File: src/rtl/uart_rx_packer.sv
// Packs four received UART bytes little-endian into 32-bit words on a valid/ready port.
// Define UART_RX_PACK_TIMEOUT_EN to flush partial words after TIMEOUT idle enable ticks.
module uart_rx_packer #(
  parameter int unsigned TIMEOUT = 40
) (
  input  logic        clk,
  input  logic        reset,
  input  logic        enable,
  input  logic        rx_load,
  input  logic [31:0] rx_data,
  output logic [31:0] word_out,
  output logic        word_valid,
  input  logic        word_ready,
  output logic [2:0]  byte_cnt,
  output logic        overrun
);

  logic        load_d_reg;
  logic [31:0] asm_reg;
  logic [31:0] asm_next;
  logic [2:0]  acnt_reg;
  logic [2:0]  acnt_next;
  logic        rise;
  logic        capture;
  logic        drop;
  logic        slot_free;
  logic        full_xfer;
  logic        flush;
  logic        xfer;

  // One byte event per rx_load high period, however long the level is held.
  assign rise      = rx_load & ~load_d_reg;
  assign capture   = rise && (acnt_reg < 3'd4);
  assign drop      = rise && (acnt_reg == 3'd4);
  assign slot_free = !word_valid || word_ready;
  assign acnt_next = capture ? acnt_reg + 3'd1 : acnt_reg;

  genvar gi;
  generate
    for (gi = 0; gi < 4; gi++) begin : g_byte
      assign asm_next[8*gi +: 8] = (capture && (acnt_reg == 3'(gi))) ? rx_data[7:0]
                                                                     : asm_reg[8*gi +: 8];
    end
  endgenerate

  assign full_xfer = (acnt_next == 3'd4) && slot_free;
  assign xfer      = full_xfer || flush;

`ifdef UART_RX_PACK_TIMEOUT_EN
  logic [15:0] tcnt_reg;
  logic        partial;
  logic        unused_bits;

  assign partial     = (acnt_reg != 3'd0) && (acnt_reg != 3'd4);
  // A byte arriving in the flush cycle is already folded into asm_next/acnt_next.
  assign flush       = (tcnt_reg >= 16'(TIMEOUT)) && (acnt_next != 3'd0) && slot_free;
  assign unused_bits = ^rx_data[31:8];

  always_ff @(posedge clk or negedge reset) begin
    if (!reset) begin
      tcnt_reg <= '0;
    end else if (rise || xfer || (acnt_reg == 3'd0)) begin
      tcnt_reg <= '0;
    end else if (enable && partial && (tcnt_reg < 16'(TIMEOUT))) begin
      tcnt_reg <= tcnt_reg + 16'd1;
    end
  end
`else
  logic unused_bits;

  assign flush       = 1'b0;
  assign unused_bits = ^{rx_data[31:8], enable};
`endif

  always_ff @(posedge clk or negedge reset) begin
    if (!reset) begin
      load_d_reg <= 1'b0;
      asm_reg    <= '0;
      acnt_reg   <= '0;
      word_out   <= '0;
      word_valid <= 1'b0;
      byte_cnt   <= '0;
      overrun    <= 1'b0;
    end else begin
      load_d_reg <= rx_load;
      overrun    <= drop;
      if (xfer) begin
        // asm clears on every transfer, so unfilled bytes of a partial word are already zero.
        word_out   <= asm_next;
        byte_cnt   <= acnt_next;
        word_valid <= 1'b1;
        asm_reg    <= '0;
        acnt_reg   <= '0;
      end else begin
        if (word_valid && word_ready) begin
          word_valid <= 1'b0;
        end
        asm_reg  <= asm_next;
        acnt_reg <= acnt_next;
      end
    end
  end

endmodule

File: config.mk
export PLATFORM = sky130hd
export DESIGN_NAME = uart_rx_packer
export DESIGN_NICKNAME = d
export VERILOG_FILES = /design/src/rtl/uart_rx_packer.sv
export SDC_FILE = /design/constraint.sdc
export NUM_CORES = 1
export LEC_CHECK = 0
export CAP_MARGIN = 20
export CORE_MARGIN = 2
export CORE_UTILIZATION = 45
export CTS_BUF_LIST = sky130_fd_sc_hd__clkbuf_8
export DETAILED_ROUTE_END_ITERATION = 7
export PLACE_DENSITY = 0.71
export SLEW_MARGIN = 10
export SYNTH_ARGS = -nofsm -noshare
export SYNTH_HDL_FRONTEND = slang
export SYNTH_SLANG_ARGS = --single-unit
File: constraint.sdc
create_clock -name clk -period 2.8 [get_ports clk]
set_clock_uncertainty 0.15 [all_clocks]
set_input_delay 0.56 -clock clk [delete_from_list [all_inputs] [get_ports clk]]
set_output_delay 0.56 -clock clk [all_outputs]
set_load 0.01 [all_outputs]
==> results.txt <==
The run gives 1927 as the via count of the first global-routing pass. At the worst endpoint, the arrival time is 2280 ps. Setup repair after global routing left no endpoint under its margin. The global placer's final weighted congestion was 0.727.

TritonCTS built the clock tree. The kind of critical path was flop to flop. In the synthesized netlist the async set-or-reset flop fraction comes to 100%. For this block, the routed nets add up to 5160 um of wire. After detailed placement, the design holds a cell count of 366.

The number of storage elements in the synthesis netlist was 73. Summing the areas of all compound-gate instances in the mapped netlist gives 1.33% of the synthesized area. The global-route track usage on met3 was 4.81%; the area of the mapped netlist was 3010 sq um. The most common cell in the synthesized netlist is sky130_fd_sc_hd__dfrtp_1. 74 I/O pins were placed. For the number of optimization iterations in the first detailed-route pass, the log shows 8. Once detailed placement completed, the half-perimeter wirelength came to 3450 um. In this run the mean area of a mapped cell was 12.5 sq um. In this run the post-CTS setup repair buffer count came out at 0.

After synthesis, the largest family of logic cells by area is multiplexers. For this design the ratio of total power to cell area is 1000 nW/um^2. The filler-free cell count of the finished design was 382; the post-CTS resize count was 0. After clock tree synthesis, the clock-pin slew on the worst setup and hold paths is 80 ps. For this design, the sink count on the clock tree is 73. The later pin in the worst-skew pair is clocked with a latency of 340 ps. The count of distinct cell types in the synthesized netlist is 20.

For this run, the leading register cell type out of synthesis is sky130_fd_sc_hd__dfrtp_1. Global routing used 21.3% of the available met1 tracks. The longest clock path from root to sink contains 2 buffers. The final layout contains 342 nets.

In this run the clock root is driven by a sky130_fd_sc_hd__clkbuf_8. The max capacitance violation total came out at 0. For this run, global-route usage on met2 was measured as 24.5%. The run gives 283 as the number of nets in the synthesized netlist.

For this run, the top clock speed supported by timing is 460 MHz. After global routing, the most crowded layer is met2. The quantity of I/O buffers inserted on ports is 48. The die covers 7360 sq um.

The DRC marker count from the first detailed-route iteration is 79, and the final period utilization is 77.7%. Setup violations remaining at the end of the flow were counted as 0. In this run, synthesis inferred 0 flip-flops with an integrated enable.

Aggregate global routing overflow: 0. The tools report the synthesized instance count as 241. The routed layout has 1815 vias. For this design the static power due to leakage is 1.72 nW. The worst ir drop on vdd was 0.503 mV. Across the whole layout, storage elements account for 1830 sq um. The worst pin sits at a relative slew slack of 40.3%. Total global routing track utilization: 15.8%. Die span in y: 85.8 um. Of all nets on the critical path, the largest fanout is 52. The total DRC errors in the routed layout came out at 3. The flow ran to the end, but the final reports show violations.

Counting the fill cells in the layout gives 541. Area share of the largest cell type after synthesis: 60.7%. The adder and majority cell fraction of the synthesized area is 2.08%.

The commonest cells after synthesis are sky130_fd_sc_hd__dfrtp_1, sky130_fd_sc_hd__mux2i_1, sky130_fd_sc_hd__inv_1. The number of antenna diodes in the final layout is 0. Fraction of final layout cells sized beyond drive strength 1: 10.5%. The area added between synthesis and finish was 26.3%; the mean number of vias per cell was 4.75. In this run the worst hold path is classified as input port to asynchronous set/reset pin. In this run the remaining antenna-violating nets after routing total 0. Of the post-synthesis cell area, the part taken by muxes is 21.3%. The final critical-path required period came out at 2170 ps.

The worst setup path is launched from a flop. The H-tree was split into 3 levels. After Yosys synthesis, and, or, nand and nor cells account for 7.06% of the synthesized area. Number of hold violations in the final report: 0.

The worst endpoint required time is 2910 ps, and the cts-stage hold buffer count is 0. The post-detailed-route wirelength per cell was 13.5 um; the combined area of the multi-input logic cells was 965 sq um. The end-of-flow core utilization is 59.2%, and the first-pass GRT wire length is 8960 um. The slew of the pin with the lowest slew margin came out at 896 ps. Sequential cells were found to cover 60.7% of the synthesized design area. The floorplan step set the die width to 85.8 um. Entering global routing, the biggest net connects 74 pins. The checks that failed: design-rule violations. Adding up every negative setup slack in the final design gives 0 ps. The number of buffers created by CTS came out at 9. By area the synthesized netlist is led by sky130_fd_sc_hd__dfrtp_1, sky130_fd_sc_hd__mux2i_1, sky130_fd_sc_hd__inv_1. The kind of capture point of the worst setup path was a flop. Row generation in the floorplan step produced 29 rows. The initial utilization of the core area, before any placement, comes to 46.9%. The core region area is 6420 sq um, and the initial antenna violation count is 0. The tools report the worst-case setup slack after placement as 306 ps. sky130_fd_sc_hd__dfrtp_1 takes more of the synthesized area than any other cell.

The slack of the critical path was 625 ps. The xor-xnor portion of the synthesized cell area is 0.291%. The count of synthesis-stage warnings from yosys is 0, and the number of pins with negative max-slew slack in the final report is 0. The worst hold slack came out at 184 ps.
[path summary, 6_finish.rpt]
check,endpoint,cells past startpoint,slack [ps],start
max,word_out[7],7,630,acnt_reg[0]
min,word_out[2],1,180,reset
max reg2reg,word_out[7],7,630,acnt_reg[0]
min reg2reg,byte_cnt[2],1,320,byte_cnt[2]
max in group asynchronous,word_out[29],1,1720,reset
min in group clk,byte_cnt[2],1,320,byte_cnt[2]
[routing by layer]
metal	share of wire (%)	wire [um]
met1	48	2500
met5	0	0
met4	1.2	61
met2	47	2420
met3	3.5	182
[kinds of logic after synthesis]
| group | Yosys count |
|---|---|
| AO/OA/AOI/OAI | 5 |
| XOR/XNOR | 1 |
| adder cells (fa/ha/maj) | 5 |
| buffers and inverters | 48 |
| flip-flops | 73 |
| multiplexers | 64 |
| AND/OR/NAND/NOR | 45 |
[critical path, cell delays in order (launching register included)]
cell	delay [ps]
sky130_fd_sc_hd__dfrtp_1	420
sky130_fd_sc_hd__ha_1	210
sky130_fd_sc_hd__ha_1	280
sky130_fd_sc_hd__nor2_1	90
sky130_fd_sc_hd__a32oi_1	180
sky130_fd_sc_hd__a21oi_4	190
sky130_fd_sc_hd__buf_12	280
sky130_fd_sc_hd__mux2i_1	240
[per-stage QoR]
step	instance area [sq um]	power, mW
finish	3800	3.82
global route	3800	4.10
CTS	3800	3.87
detailed placement	3600	3.03
global placement	3600	2.99
floorplan	3010	2.45
[where the power goes]
| group | internal [mW] | switching (mW) |
|---|---|---|
| clock network | 0.437 | 0.391 |
| logic | 0.708 | 0.682 |
| registers | 1.43 | 0.175 |
[layout make-up]
class	count	area share, %
multi-input combinational	120	25.4
clock buffer	10	3.62
timing repair buffer	59	15.1
sequential	73	48.0
tap	77	2.53
inverter	37	3.65
clock inverter	6	1.78
[cells in the final DEF, fill, tap and decap left out, drive strengths merged]
| master | n |
|---|---|
| a21oi | 2 |
| a32oi | 1 |
| and2 | 4 |
| and4b | 1 |
| buf | 12 |
| bufinv | 1 |
| clkbuf | 10 |
| clkdlybuf4s50 | 47 |
| clkinv | 3 |
| clkinvlp | 2 |
| dfrtp | 73 |
| ha | 5 |
| inv | 37 |
| mux2i | 64 |
| nand2 | 1 |
| nor2 | 34 |
| nor2b | 2 |
| nor3b | 1 |
| o21ai | 2 |
| or2 | 1 |
| or3b | 1 |
| xnor2 | 1 |
Note: power is estimated with default switching activity, not from simulation.
